===== config.mk =====
export PLATFORM = sky130hd
export DESIGN_NAME = ps2_host_tx
export DESIGN_NICKNAME = d
export VERILOG_FILES = /design/src/rtl/ps2_host_tx.sv
export SDC_FILE = /design/constraint.sdc
export NUM_CORES = 1
export LEC_CHECK = 0
export BUFFER_PORTS_ARGS = -buffer_cell sky130_fd_sc_hd__buf_2
export CAP_MARGIN = 10
export CELL_PAD_IN_SITES_DETAIL_PLACEMENT = 1
export CELL_PAD_IN_SITES_GLOBAL_PLACEMENT = 1
export CORE_UTILIZATION = 51
export CTS_CLUSTER_SIZE = 20
export DETAILED_ROUTE_END_ITERATION = 8
export GPL_TIMING_DRIVEN = 0
export MAX_ROUTING_LAYER = met4
export PLACE_DENSITY = 0.86
export SLEW_MARGIN = 10
export SYNTH_ARGS = -nofsm -noshare
export SYNTH_HDL_FRONTEND = slang
export SYNTH_SLANG_ARGS = --single-unit

===== constraint.sdc =====
create_clock -name clk -period 4.6 [get_ports clk]
set_input_delay 1.15 -clock clk [delete_from_list [all_inputs] [get_ports clk]]
set_output_delay 1.15 -clock clk [all_outputs]
set_load 0.05 [all_outputs]

===== src/rtl/ps2_host_tx.sv =====
// ---------------------------------------------------------------------------
// ps2_host_tx
//   Host-to-device PS/2 transmitter. Sends one command byte (for example
//   0xED set-LEDs or 0xFF reset) to the keyboard over the shared open-drain
//   PS/2 clock/data pair. The host inhibits the bus, presents the start bit
//   and releases the clock. From then on the keyboard supplies the bit
//   clock. The host changes data on each device falling edge and finally
//   checks the device ACK bit.
//
//   Optional feature: define PS2_TX_RETRY_EN to retry a failed frame (bad
//   ACK or timeout) up to MAX_RETRY extra times with the same byte. While
//   retries remain, the error pulses are suppressed.
//
// Ports
//   clk          system clock
//   rst          asynchronous, active-high reset
//   tx_data[7:0] byte to send, captured when tx_valid && tx_ready
//   tx_valid     request to send tx_data
//   tx_ready     1 only in IDLE
//   busy         1 in every state except IDLE; the receive path ignores the
//                bus while it is set
//   done         1-cycle pulse: frame sent and ACK seen
//   ack_err      1-cycle pulse: ACK bit sampled high
//   timeout_err  1-cycle pulse: start or frame timer expired
//   ps2_clk_in   raw PS/2 clock line (asynchronous)
//   ps2_data_in  raw PS/2 data line (asynchronous)
//   ps2_clk_oe   1 = pull PS/2 clock low, 0 = release
//   ps2_data_oe  1 = pull PS/2 data low, 0 = release
// ---------------------------------------------------------------------------
module ps2_host_tx #(
  parameter int CLK_FREQ_HZ = 100_000_000,
  parameter int INHIBIT_US  = 120,
  parameter int START_TO_US = 15000,
  parameter int FRAME_TO_US = 2000,
  parameter int MAX_RETRY   = 2
) (
  input  logic       clk,
  input  logic       rst,
  input  logic [7:0] tx_data,
  input  logic       tx_valid,
  output logic       tx_ready,
  output logic       busy,
  output logic       done,
  output logic       ack_err,
  output logic       timeout_err,
  input  logic       ps2_clk_in,
  input  logic       ps2_data_in,
  output logic       ps2_clk_oe,
  output logic       ps2_data_oe
);

  localparam int CYC_PER_US  = CLK_FREQ_HZ / 1_000_000;
  localparam int INHIBIT_CYC = CYC_PER_US * INHIBIT_US;
  localparam int START_CYC   = CYC_PER_US * START_TO_US;
  localparam int FRAME_CYC   = CYC_PER_US * FRAME_TO_US;
  localparam int TMR_W       = $clog2(START_CYC) + 1;

  // The timer counts down to zero, so loading N-1 gives exactly N cycles.
  localparam logic [TMR_W-1:0] INHIBIT_LOAD = TMR_W'(INHIBIT_CYC - 1);
  localparam logic [TMR_W-1:0] START_LOAD   = TMR_W'(START_CYC - 1);
  localparam logic [TMR_W-1:0] FRAME_LOAD   = TMR_W'(FRAME_CYC - 1);

  typedef enum logic [2:0] {
    S_IDLE,
    S_INHIBIT,
    S_REQ,
    S_XFER,
    S_ACK,
    S_WAIT_IDLE
  } state_t;

  state_t           state_q, state_nxt;
  logic [TMR_W-1:0] timer_q, timer_nxt;
  logic [3:0]       bit_cnt_q, bit_cnt_nxt;
  logic [9:0]       frame_q;       // {stop, parity, d7..d0}
  logic             capture;
  logic             done_nxt, ack_err_nxt, timeout_nxt;
  logic             fail_ack, fail_tmo;

  // ---------------------------------------------------------------------
  // Line synchronizers and falling-edge detection
  // ---------------------------------------------------------------------
  logic       clk_meta, clk_s;
  logic       data_meta, data_s;
  logic [1:0] hi_cnt;              // saturating count of sync'd clock-high cycles
  logic       fe;

  // Synchronizers reset high (idle bus) so no false edge appears after reset.
  always_ff @(posedge clk or posedge rst) begin
    if (rst) begin
      clk_meta  <= 1'b1;
      clk_s     <= 1'b1;
      data_meta <= 1'b1;
      data_s    <= 1'b1;
      hi_cnt    <= 2'd0;
    end else begin
      clk_meta  <= ps2_clk_in;
      clk_s     <= clk_meta;
      data_meta <= ps2_data_in;
      data_s    <= data_meta;
      if (!clk_s)
        hi_cnt <= 2'd0;
      else if (hi_cnt != 2'd2)
        hi_cnt <= hi_cnt + 2'd1;
    end
  end

  // A falling edge counts only if the clock was high for at least two
  // cycles before it, which rejects short glitches on the line.
  assign fe = !clk_s && (hi_cnt == 2'd2);

  // ---------------------------------------------------------------------
  // Retry bookkeeping (optional)
  // ---------------------------------------------------------------------
`ifdef PS2_TX_RETRY_EN
  localparam int RTY_W = $clog2(MAX_RETRY + 2);
  logic [RTY_W-1:0] retry_q, retry_nxt;

  always_ff @(posedge clk or posedge rst) begin
    if (rst) retry_q <= '0;
    else     retry_q <= retry_nxt;
  end
`else
  // MAX_RETRY has no effect without the retry feature.
  logic unused_max_retry;
  assign unused_max_retry = (MAX_RETRY > 0);
`endif

  // ---------------------------------------------------------------------
  // State register (with timer, bit counter and status pulses)
  // ---------------------------------------------------------------------
  // NOTE: every register here uses non-blocking assignment, so all of them
  // update together from the values of the previous cycle.
  always_ff @(posedge clk or posedge rst) begin
    if (rst) begin
      state_q     <= S_IDLE;
      timer_q     <= '0;
      bit_cnt_q   <= 4'd0;
      done        <= 1'b0;
      ack_err     <= 1'b0;
      timeout_err <= 1'b0;
    end else begin
      state_q     <= state_nxt;
      timer_q     <= timer_nxt;
      bit_cnt_q   <= bit_cnt_nxt;
      done        <= done_nxt;
      ack_err     <= ack_err_nxt;
      timeout_err <= timeout_nxt;
    end
  end

  // NOTE: frame_q is pure datapath and is only read after a capture has
  // loaded it, so it carries no reset.
  always_ff @(posedge clk) begin
    if (capture)
      frame_q <= {1'b1, ~^tx_data, tx_data};
  end

  // ---------------------------------------------------------------------
  // Next-state logic
  // ---------------------------------------------------------------------
  // NOTE: every signal written below gets a default first, so no path
  // leaves one unassigned and no latch is inferred.
  always_comb begin
    state_nxt   = state_q;
    timer_nxt   = (timer_q != '0) ? timer_q - 1'b1 : timer_q;
    bit_cnt_nxt = bit_cnt_q;
    capture     = 1'b0;
    done_nxt    = 1'b0;
    ack_err_nxt = 1'b0;
    timeout_nxt = 1'b0;
    fail_ack    = 1'b0;
    fail_tmo    = 1'b0;
`ifdef PS2_TX_RETRY_EN
    retry_nxt   = retry_q;
`endif

    case (state_q)
      S_IDLE: begin
        if (tx_valid) begin
          capture     = 1'b1;
          timer_nxt   = INHIBIT_LOAD;
          bit_cnt_nxt = 4'd0;
          state_nxt   = S_INHIBIT;
`ifdef PS2_TX_RETRY_EN
          retry_nxt   = '0;
`endif
        end
      end
      S_INHIBIT: begin
        if (timer_q == '0) begin
          timer_nxt = START_LOAD;
          state_nxt = S_REQ;
        end
      end
      S_REQ: begin
        if (timer_q == '0) begin
          fail_tmo = 1'b1;
        end else if (fe) begin
          // First device edge: d0 goes on the wire, frame timer starts.
          timer_nxt   = FRAME_LOAD;
          bit_cnt_nxt = 4'd0;
          state_nxt   = S_XFER;
        end
      end
      S_XFER: begin
        if (timer_q == '0) begin
          fail_tmo = 1'b1;
        end else if (fe) begin
          bit_cnt_nxt = bit_cnt_q + 4'd1;
          // The edge that moves past parity presents the stop bit.
          if (bit_cnt_q == 4'd8)
            state_nxt = S_ACK;
        end
      end
      S_ACK: begin
        if (timer_q == '0) begin
          fail_tmo = 1'b1;
        end else if (fe) begin
          bit_cnt_nxt = 4'd10;
          if (data_s) fail_ack  = 1'b1;
          else        state_nxt = S_WAIT_IDLE;
        end
      end
      S_WAIT_IDLE: begin
        if (timer_q == '0) begin
          fail_tmo = 1'b1;
        end else if (clk_s && data_s) begin
          done_nxt  = 1'b1;
          state_nxt = S_IDLE;
        end
      end
      default: state_nxt = S_IDLE;
    endcase

    if (fail_ack || fail_tmo) begin
`ifdef PS2_TX_RETRY_EN
      if (retry_q < RTY_W'(MAX_RETRY)) begin
        retry_nxt   = retry_q + 1'b1;
        timer_nxt   = INHIBIT_LOAD;
        bit_cnt_nxt = 4'd0;
        state_nxt   = S_INHIBIT;
      end else begin
        ack_err_nxt = fail_ack;
        timeout_nxt = fail_tmo;
        state_nxt   = S_IDLE;
      end
`else
      ack_err_nxt = fail_ack;
      timeout_nxt = fail_tmo;
      state_nxt   = S_IDLE;
`endif
    end
  end

  // ---------------------------------------------------------------------
  // Outputs (decoded from state so reset releases the lines at once)
  // ---------------------------------------------------------------------
  always_comb begin
    tx_ready    = 1'b0;
    busy        = 1'b1;
    ps2_clk_oe  = 1'b0;
    ps2_data_oe = 1'b0;
    case (state_q)
      S_IDLE: begin
        tx_ready = 1'b1;
        busy     = 1'b0;
      end
      S_INHIBIT: begin
        ps2_clk_oe  = 1'b1;
        // Start bit appears in the last inhibit cycle, before clock release.
        ps2_data_oe = (timer_q == '0);
      end
      S_REQ:   ps2_data_oe = 1'b1;
      S_XFER:  ps2_data_oe = ~frame_q[bit_cnt_q];
      default: ;  // ACK and WAIT_IDLE leave both lines released
    endcase
  end

endmodule


### Word level (Yosys, flattened, before mapping)

Cells that the tools add are included.

* word-level logic and storage cells: 106
* output and inout bits: 7
* input port bits: 13
* flip-flop bits (word level): 47

* multiplexer cells: 49
* add/sub/neg operators: 3
* $lt $le $gt $ge: 1
* bitwise operators: 1
* equality and inequality tests: 28
* reductions and logical operators: 12

Operators with widths (number)
* $mux 22: 5
* $pmux 22 s3: 1
* $mux 3: 13
* $ne 3x3->1 const B: 12
* $mux 4: 7
* $logic_not 22->1: 1
* $reduce_bool 22->1: 1
* $sub 22x1->22 const B: 1
* $pmux 3 s6: 1
* $mux 1: 17
* $ne 2x2->1 const B: 8
* $pmux 4 s4: 1
* $reduce_and 12->1: 1
* $reduce_and 8->1: 1
* $reduce_xnor 8->1: 1
* $eq 3x2->1 const B: 2
* $eq 3x3->1 const B: 2
* $lt 4x5->1 const B: 1
* $add 4x1->4 const B: 1
* $bmux 1 s4: 1
* $eq 4x4->1 const B: 1
* $mux 2: 2
* $reduce_bool 4->1: 1
* $reduce_or 4->1: 1
* other kinds (10): 11

### Longest topological paths before layout

* depth in word-level cells: 8
* gate-level depth with buffers: 10
* depth with buffers taken out: 9

### Worst setup path before layout

Ideal clock, no wire load.

* kind: reg-to-output
* start point: register timer_q[0]
* end point: output port ps2_data_oe
* cell stages (with the launch flop): 8
* data arrival time: 2356 ps
* required time: 3450 ps
* slack: 1094 ps
* path buffers: 0
* cell sequence: dfrtp_1 > inv_1 > ha_1 > nor4b_4 > nand4_1 > nor2_1 > nand2_1 > a31oi_1

* cells in the longest elaborated chain, start to end: 2

RTL lines
* start, declared: RTL line 73 `logic [TMR_W-1:0] timer_q, timer_nxt;`
* start signal, assigned: RTL line 144 `timer_q <= timer_nxt;`
* $logic_not 22->1: RTL line 272 `ps2_data_oe = (timer_q == '0);`
* $pmux 1 s3: RTL line 264 `case (state_q)`
* end, declared: RTL line 49 `output logic ps2_data_oe`

No other way between the ends.

### Worst setup path in the final report

Ends and elaborated chain as after synthesis.

==> PnR_summary.wiki <==
{| class="wikitable"
! Metric !! Value
|-
| Via/cell ratio || roughly 6
|-
| Overall overflow remaining after global route || 0
|-
| Share of Yosys cell area claimed by the top area cell type || a little under a third
|-
| Sequential Power Share || approximately 44%
|-
| Number of cells produced by synthesis || around 270
|-
| Largest net degree at the start of global routing || 39
|-
| Synthesis Warnings || 0
|-
| Kind of start point of the critical path || register
|-
| Synth area leader || sky130_fd_sc_hd__dfrtp_1
|-
| DR iter-0 viols || between 100 and 150
|-
| Count of instances resized after the clock tree is built || 0
|-
| Horiz. Die Dim || approximately 75 um
|-
| Total instance count after detailed placement || between 300 and 400
|-
| Overall fraction of global-route tracks in use || between 20% and 30%
|-
| DRT antenna net count || 0
|-
| Clock tree sinks || 47
|-
| Number of global-route vias before repair || about 2200
|-
| Filler Cells Inserted || ~600
|-
| Ratio of cells with drive above 1 in the final layout || approximately 18%
|-
| Mapped Area || 0.00271 mm^2
|-
| Setup Buffers After CTS || 0
|-
| Core Area || 0.00511 mm^2
|-
| Worst path required time || ~3500 ps
|-
| Headroom to the max-slew limit || approximately 44%
|-
| Global-route wire length before repair || 11100 um
|-
| Number of enable flip-flop cells after synthesis || 9
|-
| Post-synth top flop || sky130_fd_sc_hd__dfrtp_1
|-
| Total wire length after detailed routing || just under 7000 um
|-
| Average wire per standard cell || 18.5 um
|-
| Max cap viols || 0
|-
| Fraction of the yosys area taken by sequential cells || 45.2%
|-
| First-pass DRT Iterations || 4
|-
| Antenna Diode Count || 0
|-
| Path class of the lowest-slack min-delay path || register to register
|-
| Initial antenna violation count || 0
|-
| Half-perimeter wire length after placement || 4850 um
|-
| Mean Syn Cell Area || 9.93 um^2
|-
| Setup crit end kind || output pin
|-
| Total negative setup slack || 0 ps
|-
| Number of buffer cells added on primary ports || 19
|-
| Number of buffers on the longest clock path || 2
|-
| RSZ-0062 raised after global routing || no
|-
| Clock Skews || 8.52 ps
|-
| I/O pin cnt || 20
|-
| Peak supply drop || between 0.2 and 0.3 mV
|-
| Total via count after detailed routing || around 2200
|-
| Sw power || approximately 530 uW
|-
| Worst Path Arrival || approximately 2900 ps
|-
| Buffer type at the clock tree root || sky130_fd_sc_hd__clkbuf_8
|-
| Maximum net fanout on the critical path || 7
|-
| Effective utilization at floorplan || 53.1%
|-
| PD cells || 466 mW/mm^2
|-
| Critical path type || register to output pin
|-
| Final Wtd Congestion || ~0.82
|-
| Power share of the clock group || 22.3%
|-
| Clock input transition at the sequential cells of the worst setup and hold paths || 90 ps
|-
| Ys async rst share || around four fifths
|-
| Growth of design area from synthesis to finish || 10.8%
|-
| Status || finished, final reports clean
|-
| Clock Latency Late Sink || about 310 ps
|-
| Clock period minus worst slack || between 4000 and 5000 ps
|-
| Internal power || slightly below 900 uW
|-
| Final max-slew violation count || 0
|-
| DRC viols || 0
|-
| Area of placed instances || ~0.0029 mm^2
|-
| Syn nets || approximately 290
|-
| Synth cell types || a little over 60
|-
| H-Tree Level Count || 2
|-
| Switching portion of total power || around two fifths
|-
| Part of the power in combinational logic || roughly a third
|-
| Final net count || 317
|-
| Number of non-filler instances in the completed layout || 370
|-
| Slew @ Worst Pin || approximately 840 ps
|-
| Final Hold Viols || 0
|-
| Final cell area excluding filler cells || around 0.003 mm^2
|-
| CTS tree || built
|-
| Period utilization || between 80 and 90%
|-
| Final setup viols || 0
|-
| Total Die Area || 0.00561 mm^2
|-
| Register bit count reported by yosys || 47
|-
| Num rows || 26
|-
| Die height || 74.9 um
|-
| Hold-fix buffer count after cts || 0
|-
| Number of buffers added by the clock tree synthesis step || 5
|-
| Lkg Pwr || 0.00122 uW
|-
| Cell types occupying the most area after synthesis || sky130_fd_sc_hd__dfrtp_1 (31%), sky130_fd_sc_hd__edfxtp_1 (10%), sky130_fd_sc_hd__dfstp_2 (3.9%)
|-
| Max Fclk || 0.244 GHz
|}
cell usage after synthesis, types with 5 or more instances:
library cell               count
sky130_fd_sc_hd__a21oi_1      13
sky130_fd_sc_hd__and2_1        6
sky130_fd_sc_hd__clkbuf_1      6
sky130_fd_sc_hd__dfrtp_1      34
sky130_fd_sc_hd__edfxtp_1      9
sky130_fd_sc_hd__ha_1          5
sky130_fd_sc_hd__inv_1        12
sky130_fd_sc_hd__nand2_1      17
sky130_fd_sc_hd__nand3_1      13
sky130_fd_sc_hd__nand4_1       5
sky130_fd_sc_hd__nor2_1       19
sky130_fd_sc_hd__nor3_1       12
sky130_fd_sc_hd__o211ai_1      6
sky130_fd_sc_hd__o21ai_0      21
sky130_fd_sc_hd__xnor2_1      12
sky130_fd_sc_hd__xor2_1        9
sequential cells by signal (all words and copies together), names as in the netlist:
name,count
timer_q,22
frame_q,9
bit_cnt_q,4
state_q,3
hi_cnt,2
ack_err,1
clk_meta,1
clk_s,1
data_meta,1
data_s,1
done,1
timeout_err,1
layout by cell type, fill, tap and decap left out, types with 3 or more instances in the layout:
master                      n
sky130_fd_sc_hd__o211ai_1   6
sky130_fd_sc_hd__edfxtp_1   9
sky130_fd_sc_hd__nand2b_1   4
sky130_fd_sc_hd__xnor2_1   12
sky130_fd_sc_hd__nor2_1    19
sky130_fd_sc_hd__nor3_1    12
sky130_fd_sc_hd__nand3_1   13
sky130_fd_sc_hd__nand2_1   17
sky130_fd_sc_hd__a31oi_1    4
sky130_fd_sc_hd__ha_1       5
sky130_fd_sc_hd__clkbuf_1   7
sky130_fd_sc_hd__buf_2     20
sky130_fd_sc_hd__xor2_1     9
sky130_fd_sc_hd__and3_1     3
sky130_fd_sc_hd__nand3b_1   4
sky130_fd_sc_hd__and2_1     6
sky130_fd_sc_hd__mux2i_1    3
sky130_fd_sc_hd__dfstp_2    4
sky130_fd_sc_hd__clkbuf_8   7
sky130_fd_sc_hd__o21ai_0   21
sky130_fd_sc_hd__nor4_1     4
sky130_fd_sc_hd__a21oi_1   13
sky130_fd_sc_hd__dfrtp_1   34
sky130_fd_sc_hd__inv_1     11
sky130_fd_sc_hd__nand4_1    5
area by class of cell:
cell class / instances / area (um^2) / area share [%]
clock buffer: 6 / 72.6 / 2.42
clock inverter: 2 / 37.5 / 1.25
timing repair buffer: 19 / 95.1 / 3.17
sequential: 47 / 1230 / 40.8
tap: 70 / 87.6 / 2.92
multi-input combinational: 203 / 1370 / 45.5
buffer: 11 / 73.8 / 2.46
inverter: 12 / 45.0 / 1.50
per-layer routing:
| layer | global-route usage [%] | vias up | share of wire [%] |
|---|---|---|---|
| li1 | - | 1047 | - |
| met1 | 37.4 | 1100 | 47 |
| met2 | 45.2 | 34 | 49 |
| met3 | 4.02 | 7 | 2.9 |
| met4 | 6.29 | 0 | 0.99 |
| met5 | - | - | 0 |
power groups by stage:
stage	Sequential, uW	Combinational, uW	Clock (uW)
6_report	619	468	311
4_1_cts	619	469	315
5_1_grt	633	525	331
3_5_place_dp	627	465	0
3_3_place_gp	620	441	0
2_1_floorplan	600	360	0
worst max-delay path: stages, from the launching register on:
cell and delay (ps):
sky130_fd_sc_hd__dfrtp_1 440, sky130_fd_sc_hd__inv_1 80, sky130_fd_sc_hd__ha_1 190, sky130_fd_sc_hd__nor4b_4 410
sky130_fd_sc_hd__nand4_1 290, sky130_fd_sc_hd__nor2_1 570, sky130_fd_sc_hd__nand2_1 110, sky130_fd_sc_hd__a31oi_1 230
sky130_fd_sc_hd__buf_2 300
path summary, 6_finish.rpt:
| check | start | end | slack, ps | cells past startpoint |
|---|---|---|---|---|
| max | timer_q[0] | ps2_data_oe | 510 | 8 |
| min | clk_meta | clk_s | 360 | 0 |
| max reg2reg | timer_q[0] | timer_q[0] | 1830 | 10 |
| min reg2reg | clk_meta | clk_s | 360 | 0 |
| max in group asynchronous | rst | timer_q[13] | 3070 | 2 |
| min in group asynchronous | rst | hi_cnt[0] | 1000 | 2 |
per-stage QoR:
step	total power [uW]	setup slack, ps	hold slack, ps	utilization, %
5_1_grt	1490	281	364	58.8
2_1_floorplan	960	1090	345	-
3_5_place_dp	1090	957	348	56.6
6_report	1400	509	361	58.8
4_1_cts	1400	578	362	58.8
3_3_place_gp	1060	1010	346	56.6
kinds of logic after synthesis:
kind of cell | after synthesis | synth area share, %
compound gates | 68 | 16.5
xor+xnor | 21 | 6.79
fa+ha+maj | 5 | 2.31
buf+inv | 23 | 4.39
flops | 47 | 45.2
mux | 5 | 2.77
simple gates | 104 | 22.0
Note: power is estimated with default switching activity, not from simulation.
